File: config.mk
export PLATFORM = sky130hd
export DESIGN_NAME = alu_sequencer_flat
export DESIGN_NICKNAME = d
export VERILOG_FILES = /design/src/rtl/alu_pkg.sv /design/src/rtl/alu_sequencer_if.sv /design/src/rtl/alu_latency_counter.sv /design/src/rtl/alu_sequencer.sv /design/src/flat_wrapper.sv
export SDC_FILE = /design/constraint.sdc
export NUM_CORES = 1
export LEC_CHECK = 0
export BUFFER_PORTS_ARGS = -buffer_cell sky130_fd_sc_hd__buf_4
export CAP_MARGIN = 40
export CORE_MARGIN = 2
export CORE_UTILIZATION = 40
export DETAILED_ROUTE_END_ITERATION = 8
export GPL_ROUTABILITY_DRIVEN = 0
export GPL_TIMING_DRIVEN = 0
export HOLD_SLACK_MARGIN = 0.1
export PLACE_DENSITY = 0.75
export SLEW_MARGIN = 20
export SYNTH_ARGS = -nofsm -noshare
export SYNTH_HDL_FRONTEND = slang
export SYNTH_SLANG_ARGS = --single-unit
export TNS_END_PERCENT = 5
File: constraint.sdc
create_clock -name clk -period 1.8 [get_ports clk]
set_clock_uncertainty 0.1 [all_clocks]
set_input_delay 0.45 -clock clk [delete_from_list [all_inputs] [get_ports clk]]
set_output_delay 0.45 -clock clk [all_outputs]
set_load 0.05 [all_outputs]
File: src/rtl/alu_pkg.sv
// Shared ALU definitions: opcode encodings, select width, sequencer states and decode helpers.
// Used by the sequencer and by the ALU testbenches.
package alu_pkg;

    localparam int unsigned ALU_OP_W  = 4;
    localparam int unsigned ALU_SEL_W = 12;

    localparam logic [ALU_OP_W-1:0] ALU_OP_ADD = 4'h0;
    localparam logic [ALU_OP_W-1:0] ALU_OP_SUB = 4'h1;
    localparam logic [ALU_OP_W-1:0] ALU_OP_SHR = 4'h2;
    localparam logic [ALU_OP_W-1:0] ALU_OP_SHL = 4'h3;
    localparam logic [ALU_OP_W-1:0] ALU_OP_ROR = 4'h4;
    localparam logic [ALU_OP_W-1:0] ALU_OP_ROL = 4'h5;
    localparam logic [ALU_OP_W-1:0] ALU_OP_AND = 4'h6;
    localparam logic [ALU_OP_W-1:0] ALU_OP_OR  = 4'h7;
    localparam logic [ALU_OP_W-1:0] ALU_OP_MUL = 4'h8;
    localparam logic [ALU_OP_W-1:0] ALU_OP_DIV = 4'h9;
    localparam logic [ALU_OP_W-1:0] ALU_OP_NEG = 4'hA;
    localparam logic [ALU_OP_W-1:0] ALU_OP_NOT = 4'hB;

    // StDivErr is only reachable when the divide-by-zero check is built in.
    typedef enum logic [1:0] {
        StIdle,
        StExec,
        StDivErr
    } seq_state_e;

    function automatic logic alu_is_legal(input logic [ALU_OP_W-1:0] op);
        return op <= ALU_OP_NOT;
    endfunction

    function automatic logic [ALU_SEL_W-1:0] alu_onehot(input logic [ALU_OP_W-1:0] op);
        logic [ALU_SEL_W-1:0] one;
        one = {{(ALU_SEL_W-1){1'b0}}, 1'b1};
        return alu_is_legal(op) ? (one << op) : '0;
    endfunction

    function automatic logic alu_is_hilo(input logic [ALU_OP_W-1:0] op);
        return (op == ALU_OP_MUL) || (op == ALU_OP_DIV);
    endfunction

endpackage

File: src/rtl/alu_sequencer_if.sv
// Bundle between the control unit / ALU datapath (master) and the alu_sequencer (slave).
interface alu_sequencer_if;
    import alu_pkg::*;

    logic                 start;
    logic [ALU_OP_W-1:0]  opcode;
    logic [31:0]          a_in;
    logic [31:0]          b_in;
    logic                 busy;
    logic                 done;
    logic                 err;
    logic [31:0]          z_out;
    logic [31:0]          hi_out;
    logic [31:0]          lo_out;
    logic [31:0]          alu_a;
    logic [31:0]          alu_b;
    logic [ALU_SEL_W-1:0] alu_select;
    logic [31:0]          alu_z;
    logic [31:0]          alu_hi;
    logic [31:0]          alu_lo;

    modport master (
        output start, opcode, a_in, b_in, alu_z, alu_hi, alu_lo,
        input  busy, done, err, z_out, hi_out, lo_out, alu_a, alu_b, alu_select
    );

    modport slave (
        input  start, opcode, a_in, b_in, alu_z, alu_hi, alu_lo,
        output busy, done, err, z_out, hi_out, lo_out, alu_a, alu_b, alu_select
    );

endinterface

File: src/rtl/alu_latency_counter.sv
// Loadable down-counter that times the EXEC phase; holds at zero once expired.
module alu_latency_counter #(
    parameter int unsigned CNT_W = 6
) (
    input  logic             clk,
    input  logic             rst_n,
    input  logic             load,
    input  logic [CNT_W-1:0] load_val,
    output logic             zero
);

    logic [CNT_W-1:0] cnt_q;

    always_ff @(posedge clk) begin
        if (!rst_n) begin
            cnt_q <= '0;
        end else if (load) begin
            cnt_q <= load_val;
        end else if (cnt_q != '0) begin
            cnt_q <= cnt_q - 1'b1;
        end
    end

    assign zero = (cnt_q == '0);

endmodule

File: src/rtl/alu_sequencer.sv
// Multi-cycle start/done controller in front of the ALU datapath.
// Optional build macro: ALU_SEQ_DIV0_CHECK_EN rejects divide-by-zero without running the divider.
module alu_sequencer
    import alu_pkg::*;
#(
    parameter int unsigned MUL_CYCLES = 2,
    parameter int unsigned DIV_CYCLES = 33
) (
    input logic             clk,
    input logic             rst_n,
    alu_sequencer_if.slave  bus
);

    localparam int unsigned MAX_CYCLES = (MUL_CYCLES > DIV_CYCLES) ? MUL_CYCLES : DIV_CYCLES;
    localparam int unsigned CNT_W      = (MAX_CYCLES > 1) ? $clog2(MAX_CYCLES) : 1;

    seq_state_e          state_q, state_d;
    logic [ALU_OP_W-1:0] op_q, op_d;
    logic [31:0]         a_q, a_d, b_q, b_d;
    logic [31:0]         z_q, z_d, hi_q, hi_d, lo_q, lo_d;
    logic                done_q, done_d, err_q, err_d;
    logic                cnt_load, cnt_zero, div0;
    logic [CNT_W-1:0]    cnt_val;

`ifdef ALU_SEQ_DIV0_CHECK_EN
    assign div0 = (bus.opcode == ALU_OP_DIV) && (bus.b_in == '0);
`else
    assign div0 = 1'b0;
`endif

    // Counter is loaded with latency-1 so that it reads zero in the last EXEC cycle.
    always_comb begin
        cnt_val = '0;
        if (bus.opcode == ALU_OP_MUL) begin
            cnt_val = CNT_W'(MUL_CYCLES - 1);
        end else if (bus.opcode == ALU_OP_DIV) begin
            cnt_val = CNT_W'(DIV_CYCLES - 1);
        end
    end

    alu_latency_counter #(
        .CNT_W (CNT_W)
    ) u_counter (
        .clk      (clk),
        .rst_n    (rst_n),
        .load     (cnt_load),
        .load_val (cnt_val),
        .zero     (cnt_zero)
    );

    always_comb begin
        state_d  = state_q;
        op_d     = op_q;
        a_d      = a_q;
        b_d      = b_q;
        z_d      = z_q;
        hi_d     = hi_q;
        lo_d     = lo_q;
        done_d   = 1'b0;
        err_d    = 1'b0;
        cnt_load = 1'b0;

        case (state_q)
            StIdle: begin
                if (bus.start) begin
                    if (!alu_is_legal(bus.opcode)) begin
                        done_d = 1'b1;
                        err_d  = 1'b1;
                    end else begin
                        op_d    = bus.opcode;
                        a_d     = bus.a_in;
                        b_d     = bus.b_in;
                        if (div0) begin
                            state_d = StDivErr;
                        end else begin
                            cnt_load = 1'b1;
                            state_d  = StExec;
                        end
                    end
                end
            end
            StExec: begin
                if (cnt_zero) begin
                    if (alu_is_hilo(op_q)) begin
                        hi_d = bus.alu_hi;
                        lo_d = bus.alu_lo;
                    end else begin
                        z_d = bus.alu_z;
                    end
                    done_d  = 1'b1;
                    state_d = StIdle;
                end
            end
            StDivErr: begin
                done_d  = 1'b1;
                err_d   = 1'b1;
                state_d = StIdle;
            end
            default: state_d = StIdle;
        endcase
    end

    always_ff @(posedge clk) begin
        if (!rst_n) begin
            state_q <= StIdle;
            op_q    <= '0;
            a_q     <= '0;
            b_q     <= '0;
            z_q     <= '0;
            hi_q    <= '0;
            lo_q    <= '0;
            done_q  <= 1'b0;
            err_q   <= 1'b0;
        end else begin
            state_q <= state_d;
            op_q    <= op_d;
            a_q     <= a_d;
            b_q     <= b_d;
            z_q     <= z_d;
            hi_q    <= hi_d;
            lo_q    <= lo_d;
            done_q  <= done_d;
            err_q   <= err_d;
        end
    end

    assign bus.busy       = (state_q != StIdle);
    assign bus.done       = done_q;
    assign bus.err        = err_q;
    assign bus.z_out      = z_q;
    assign bus.hi_out     = hi_q;
    assign bus.lo_out     = lo_q;
    assign bus.alu_a      = a_q;
    assign bus.alu_b      = b_q;
    assign bus.alu_select = (state_q == StExec) ? alu_onehot(op_q) : '0;

endmodule

File: src/flat_wrapper.sv
// flat-port wrapper written by rule: the top's interface ports become plain ports
module alu_sequencer_flat import alu_pkg::*;
#(
    parameter int unsigned MUL_CYCLES = 2,
    parameter int unsigned DIV_CYCLES = 33
)
  (clk, rst_n, bus_start, bus_opcode, bus_a_in, bus_b_in, bus_alu_z, bus_alu_hi, bus_alu_lo, bus_busy, bus_done, bus_err, bus_z_out, bus_hi_out, bus_lo_out, bus_alu_a, bus_alu_b, bus_alu_select);
  alu_sequencer_if bus_i ();
  input logic clk;
  input logic rst_n;
  input wire logic [$bits(bus_i.start)-1:0] bus_start;
  input wire logic [$bits(bus_i.opcode)-1:0] bus_opcode;
  input wire logic [$bits(bus_i.a_in)-1:0] bus_a_in;
  input wire logic [$bits(bus_i.b_in)-1:0] bus_b_in;
  input wire logic [$bits(bus_i.alu_z)-1:0] bus_alu_z;
  input wire logic [$bits(bus_i.alu_hi)-1:0] bus_alu_hi;
  input wire logic [$bits(bus_i.alu_lo)-1:0] bus_alu_lo;
  output wire logic [$bits(bus_i.busy)-1:0] bus_busy;
  output wire logic [$bits(bus_i.done)-1:0] bus_done;
  output wire logic [$bits(bus_i.err)-1:0] bus_err;
  output wire logic [$bits(bus_i.z_out)-1:0] bus_z_out;
  output wire logic [$bits(bus_i.hi_out)-1:0] bus_hi_out;
  output wire logic [$bits(bus_i.lo_out)-1:0] bus_lo_out;
  output wire logic [$bits(bus_i.alu_a)-1:0] bus_alu_a;
  output wire logic [$bits(bus_i.alu_b)-1:0] bus_alu_b;
  output wire logic [$bits(bus_i.alu_select)-1:0] bus_alu_select;
  assign bus_i.start = bus_start;
  assign bus_i.opcode = bus_opcode;
  assign bus_i.a_in = bus_a_in;
  assign bus_i.b_in = bus_b_in;
  assign bus_i.alu_z = bus_alu_z;
  assign bus_i.alu_hi = bus_alu_hi;
  assign bus_i.alu_lo = bus_alu_lo;
  assign bus_busy = bus_i.busy;
  assign bus_done = bus_i.done;
  assign bus_err = bus_i.err;
  assign bus_z_out = bus_i.z_out;
  assign bus_hi_out = bus_i.hi_out;
  assign bus_lo_out = bus_i.lo_out;
  assign bus_alu_a = bus_i.alu_a;
  assign bus_alu_b = bus_i.alu_b;
  assign bus_alu_select = bus_i.alu_select;
  alu_sequencer #(.MUL_CYCLES(MUL_CYCLES), .DIV_CYCLES(DIV_CYCLES)) u_core (.clk(clk), .rst_n(rst_n), .bus(bus_i));
endmodule
Word level (Yosys, flattened, before mapping)
Cells that the tools add are included.
{ "classes": {"n_lt_le_gt_ge": 2, "n_bitwise": 1, "mux": 18, "addsub": 1, "n_shift": 1, "n_reduce_logical": 10, "eq_ne": 9} }
{ "op_table": {"columns": ["cell", "n"], "rows": [
  ["$mux 12", 2],
  ["$mux 6", 4],
  ["$eq 4x4->1 const B", 4],
  ["$reduce_and 3->1", 4],
  ["$shl 1x4->12 const A", 1],
  ["$le 4x4->1 const B", 2],
  ["$logic_not 6->1", 1],
  ["$mux 1", 6],
  ["$mux 2", 3],
  ["$reduce_bool 6->1", 1],
  ["$sub 6x1->6 const B", 1],
  ["$ne 2x1->1 const B", 2],
  ["$pmux 2 s2", 1],
  ["$reduce_bool 2->1", 2],
  ["$pmux 1 s3", 1],
  ["$eq 2x1->1 const B", 1],
  ["$eq 2x2->1 const B", 1],
  ["$logic_not 2->1", 1],
  ["$ne 2x2->1 const B", 1],
  ["$pmux 1 s2", 1],
  ["$logic_or 1x1->1", 1],
  ["$not 1->1", 1]
]} }
{ "word_totals": {"out_inout_bits": 175, "register_bits": 174, "input_bits": 167, "wordCells": 52} }

Logic depth before layout (Yosys ltp)
{ "depth": {"word_depth": 5, "mapped_depth": 9} }

Cells and area by module
From an unflattened synthesis, not the netlist that was laid out.
{ "unflattened": {"cells_unflattened": 805, "area_unflattened_um2": 7190.6} }
{ "by_module_without_submodules": {"columns": ["module", "area_each_um2", "instances", "seq_area_each_um2", "cells_each"], "rows": [
  ["alu_sequencer", 6834.1, 1, 3343.2, 762],
  ["alu_latency_counter", 356.6, 1, 120.1, 43]
]} }

Least setup slack after synthesis
No wires, ideal clock.
{ "synth_path": {"kind": "register to output", "start": "register u_core.state_q[0]", "end": "output port bus_alu_select[0]", "arrival_time_ps": 2496, "path_slack_ps": -1246, "path_stages_with_launch": 4, "cell_sequence": "dfxtp_1 buf_2 nand2b_1 nor4_1"} }
{ "synth_between": {"elab_chain_cells": 2} }
{ "synth_rtl": {"columns": ["element", "line", "text"], "rows": [
  ["start: declaration", "alu_sequencer.sv:17", "seq_state_e state_q, state_d;"],
  ["start signal: assignment", "alu_sequencer.sv:105", "state_q <= StIdle;"],
  ["start signal: assignment", "alu_sequencer.sv:115", "state_q <= state_d;"],
  ["$eq 2x1->1", "alu_sequencer.sv:135", "assign bus.alu_select = (state_q == StExec) ? alu_onehot(op_q) : '0;"],
  ["$mux 12", "alu_sequencer.sv:135", null],
  ["end: declaration", "flat_wrapper.sv:26", "output wire logic [$bits(bus_i.alu_select)-1:0] bus_alu_select;"]
]} }
No other way between the ends.

Worst setup path in the final report
{ "layout_path": {"start": "register u_core.op_q[3]", "end": "output port bus_alu_select[9]"} }
{ "layout_between": {"elab_chain_cells": 3, "word_cells_on_any_way": 4, "classes_between": "1 x order compare; 1 x shift; 2 x mux"} }
{ "layout_rtl": {"columns": ["element", "line", "text"], "rows": [
  ["start: declaration", "alu_sequencer.sv:18", "logic [ALU_OP_W-1:0] op_q, op_d;"],
  ["start signal: assignment", "alu_sequencer.sv:116", "op_q <= op_d;"],
  ["$le 4x4->1 or $shl 1x4->12 (tied branches)", "alu_pkg.sv:29, alu_pkg.sv:35", null],
  ["$mux 12 *", "alu_pkg.sv:35", "return alu_is_legal(op) ? (one << op) : '0;"],
  ["$mux 12 *", "alu_sequencer.sv:135", null]
]} }
Mark *: on every way between the ends. The rest lies on a longest branch, timed or not.

==> out/summary.md <==
The run gives 17 as the maximum number of pins on one net before global-route repair. By area the synthesized netlist is led by sky130_fd_sc_hd__dfxtp_1, sky130_fd_sc_hd__nand2_1, sky130_fd_sc_hd__nand3_1, sky130_fd_sc_hd__a21boi_0, sky130_fd_sc_hd__o21ai_0. Synthesis produced 793 cells. The power per cell area works out to 1060 nW/um^2. For the headroom to the max-slew limit, the log shows 0.504. In this run the worst path has a maximum fanout of 4. The number of global-route vias before repair came out at 6272.

Setup repair after global routing could not meet its margin everywhere. The share of the clock period used by the worst path after layout came out at 1.15. VDD sags by at most 0.000627 V.

The initial core utilization is 0.412. The final count of pins violating max slew is 0, and the fraction of final layout cells sized beyond drive strength 1 is 0.399. Average wire length per cell after detail routing: 15.9 um. The shortest clock period the worst path allows after layout came out at 2060 ps. The final reports fail on setup timing. In the routed layout, each cell is associated on average with a via count of 4.86.

TritonCTS built the clock tree. The flow ran to the end, but the final reports show violations. For this run, the top clock speed supported by timing is 485 MHz. The number of vias in the routed layout is 6773, and the layout overhead on the synthesized area is 59.5%.

The portion of synthesized cell area occupied by the leading cell type came out at 0.527. The total number of H-tree levels is 4, and the number of hold violations in the final report is 0. In this run, the number of DRC markers left after iteration 0 of detailed routing was 389. Setup violations remaining at the end of the flow were counted as 44. Input and output buffers added on the ports amount to 341.

For the number of synthesis warnings, the log shows 0. The worst setup path is launched from a register. Vertical die dimension: 132 um.

The number of antenna violations at the first check in global routing was 0. At the worst endpoint, the required time is 1250 ps. Clock latency on the worst-skew pair, taken at its later pin, is 420 ps.

After synthesis the netlist holds a flip-flop and latch count of 173. The number of different library cells used by synthesis comes to 42. The sum of routed wire length over all layers is 22200 um, and the cell area after synthesis is 6570 sq um.

Summing all flip-flop and latch instances after layout gives 3480 sq um. The run gives 0 as the final antenna-violating net count. At the pin with the least slew margin, the transition time is 744 ps. On the critical path, the stage with the largest delay is an instance of sky130_fd_sc_hd__or3b_4.

The arrival time of the worst setup path was 1510 ps. Clock tree root buffer cell: sky130_fd_sc_hd__clkbuf_16. For this run, the post-layout net count is 1333.

The region available for standard cell placement spans 15900 sq um. The tools report the least setup slack across all paths after layout as -264 ps. Number of antenna repair diodes: 0. The min-delay analysis places its worst path in the category input pin to register. Total power for the finished layout comes to 0.0111 W.

The logs give 173 for the number of clock sinks and 2 for the number of buffers on the longest clock path. Counting the fill cells in the layout gives 1383. The share of the core filled with cells was 0.658; the static leakage was 4.62 nW. Category of the most critical setup path: register to output port. The cell accounting for the most synthesized area is sky130_fd_sc_hd__dfxtp_1. Wire length of the first global-routing pass: 34100 um. From left edge to right edge, the die measures 132 um. The tool flagged a number of max-cap violations equal to 0. The final instance count without filler cells was 1393. The proportion of synthesized chip area in sequential cells was 0.527; the number of nets in the synthesized netlist was 961.

For the count of placed standard cells including taps, the log shows 1350. Once detailed placement completed, the half-perimeter wirelength came to 16300 um. The category of the worst setup path capture point was an output port. The number of buffers added by the clock tree synthesis step was 17; the average cell area after synthesis was 8.29 sq um. The die covers 17500 sq um. The register clock-pin slew on the reported worst setup and hold paths was 70 ps; the number of buffers inserted by hold repair at cts was 0.

Walking the worst path, the cells encountered are or3b_4 > nor2_4 > buf_8. For this run, the slowest stage of the critical path takes 430 ps. The run gives 0 as the remaining design rule violation count. Global routing finished with a remaining overflow of 0. The first detailed-routing pass took 5 iterations. For the floorplan row count, the log shows 46. The total routing usage reported by global routing was 0.245; the multi-input combinational cell area was 2960 sq um.

Pin placement for this block handled 342 I/O pins.
registers in the layout, indices dropped and copies added, names as in the netlist:
| register | cells |
|---|---|
| u_core.op_q | 4 |
| u_core.bus.err | 1 |
| u_core.state_q | 1 |
| u_core.bus.z_out | 32 |
| u_core.bus.alu_b | 32 |
| u_core.bus.alu_a | 32 |
| u_core.bus.lo_out | 32 |
| u_core.bus.hi_out | 32 |
| u_core.bus.done | 1 |
| u_core.u_counter.cnt_q | 6 |
cells by family (layout without fill, tap and decap cells):
kind of cell / after synthesis / count (layout) / share of synthesized area
and+or+nand+nor: 374 / 374 / 0.253
AOI/OAI and AO/OA: 174 / 174 / 0.165
DFF: 173 / 173 / 0.527
buffers and inverters: 69 / 453 / 0.0503
adders and majority gates: 1 / 1 / 0.00190
xor gates and xnor gates: 1 / 1 / 0.00133
muxes: 1 / 1 / 0.00171
timing repair:
item	in CTS	in global routing
buffers inserted	9	7
setup endpoints to repair	108	158
gates resized for setup	54	52
pin swaps	5	13
hold endpoints to repair	0	0
Yosys cell counts:
master	instances
sky130_fd_sc_hd__a211oi_1	1
sky130_fd_sc_hd__a21boi_0	57
sky130_fd_sc_hd__a21boi_1	9
sky130_fd_sc_hd__a21oi_1	3
sky130_fd_sc_hd__a21oi_2	1
sky130_fd_sc_hd__a41o_1	1
sky130_fd_sc_hd__and3_1	1
sky130_fd_sc_hd__and4_1	1
sky130_fd_sc_hd__buf_1	5
sky130_fd_sc_hd__buf_2	14
sky130_fd_sc_hd__buf_4	5
sky130_fd_sc_hd__buf_6	4
sky130_fd_sc_hd__clkbuf_1	35
sky130_fd_sc_hd__clkbuf_2	4
sky130_fd_sc_hd__dfxtp_1	173
sky130_fd_sc_hd__ha_1	1
sky130_fd_sc_hd__inv_1	2
sky130_fd_sc_hd__mux2_2	1
sky130_fd_sc_hd__nand2_1	238
sky130_fd_sc_hd__nand2b_1	3
sky130_fd_sc_hd__nand2b_4	1
sky130_fd_sc_hd__nand3_1	90
sky130_fd_sc_hd__nand3_2	6
sky130_fd_sc_hd__nand3b_1	3
sky130_fd_sc_hd__nand4_1	1
sky130_fd_sc_hd__nand4_2	1
sky130_fd_sc_hd__nand4_4	1
sky130_fd_sc_hd__nor2_1	15
sky130_fd_sc_hd__nor2b_1	3
sky130_fd_sc_hd__nor3_1	3
sky130_fd_sc_hd__nor3b_1	1
sky130_fd_sc_hd__nor3b_4	1
sky130_fd_sc_hd__nor4_1	2
sky130_fd_sc_hd__o21ai_0	74
sky130_fd_sc_hd__o21ai_1	20
sky130_fd_sc_hd__o21ai_2	4
sky130_fd_sc_hd__o221a_2	2
sky130_fd_sc_hd__o311ai_0	1
sky130_fd_sc_hd__o31ai_1	1
sky130_fd_sc_hd__or3_1	2
sky130_fd_sc_hd__or3b_1	1
sky130_fd_sc_hd__xnor2_1	1
routing by layer:
layer	track usage	share of wire	vias to the layer above	wire, um
met4	0.0860	0.018	0	408
li1	-	-	3390	-
met2	0.408	0.49	230	10900
met5	0	0	-	0
met1	0.312	0.43	3123	9510
met3	0.0592	0.062	30	1370
metrics by stage:
stage	worst slack [ps]	TNS, ps	hold WS [ps]	cell area (sq um)
after floorplan	-134	-443	380	6680
after global placement	-385	-25930	342	9510
after detailed placement	-405	-28400	347	9510
after CTS	-297	-5260	147	10300
after global routing	-302	-14980	153	10500
final	-264	-4620	158	10500
worst paths after layout:
kind                              from                     to  slack, ps  cells past startpoint
max                     u_core.op_q[3]      bus_alu_select[9]       -260                      3
min                     bus_alu_lo[22]  u_core.bus.lo_out[22]        160                      3
max reg2reg  u_core.u_counter.cnt_q[0]  u_core.bus.lo_out[26]       -140                      9
min reg2reg        u_core.bus.alu_b[0]    u_core.bus.alu_b[0]        350                      2
worst max-delay path, delay by kind of cell (launching register included):
kind | cells | cell delay [ps]
and+or+nand+nor | 2 | 560
buffers and inverters | 1 | 150
DFF | 1 | 370
layout make-up:
cell class,count,share of cell area
flip-flops and latches,173,0.332
repair buffers,357,0.263
clock inverters,10,0.0156
plain buffers,63,0.0363
well taps,216,0.0258
multi-input cells,551,0.283
clock buffers,21,0.0439
inverters,2,0.000716
report_power, final:
part / switching (W) / internal (W)
sequential: 0.000199 / 0.00412
clock: 0.00152 / 0.00239
combinational: 0.00182 / 0.00105
total: 0.00354 / 0.00756
placed cells by master (no fill, tap or decap), types with 3 or more instances in the layout:
cell,count
sky130_fd_sc_hd__clkbuf_4,6
sky130_fd_sc_hd__nand3_1,82
sky130_fd_sc_hd__buf_8,3
sky130_fd_sc_hd__nand3b_1,3
sky130_fd_sc_hd__dfxtp_4,4
sky130_fd_sc_hd__buf_4,343
sky130_fd_sc_hd__bufinv_16,4
sky130_fd_sc_hd__o21ai_0,53
sky130_fd_sc_hd__buf_2,7
sky130_fd_sc_hd__clkinv_4,3
sky130_fd_sc_hd__dfxtp_1,166
sky130_fd_sc_hd__nand2_1,235
sky130_fd_sc_hd__a21boi_0,57
sky130_fd_sc_hd__buf_1,5
sky130_fd_sc_hd__o21ai_2,4
sky130_fd_sc_hd__o21ai_1,41
sky130_fd_sc_hd__clkbuf_16,17
sky130_fd_sc_hd__dfxtp_2,3
sky130_fd_sc_hd__a21boi_1,9
sky130_fd_sc_hd__nand3_2,14
sky130_fd_sc_hd__nor2_1,6
sky130_fd_sc_hd__clkbuf_1,31
sky130_fd_sc_hd__nor2_2,5
sky130_fd_sc_hd__nor2_4,4
sky130_fd_sc_hd__buf_6,23
sky130_fd_sc_hd__a21oi_1,3
Note: power is estimated with default switching activity, not from simulation.
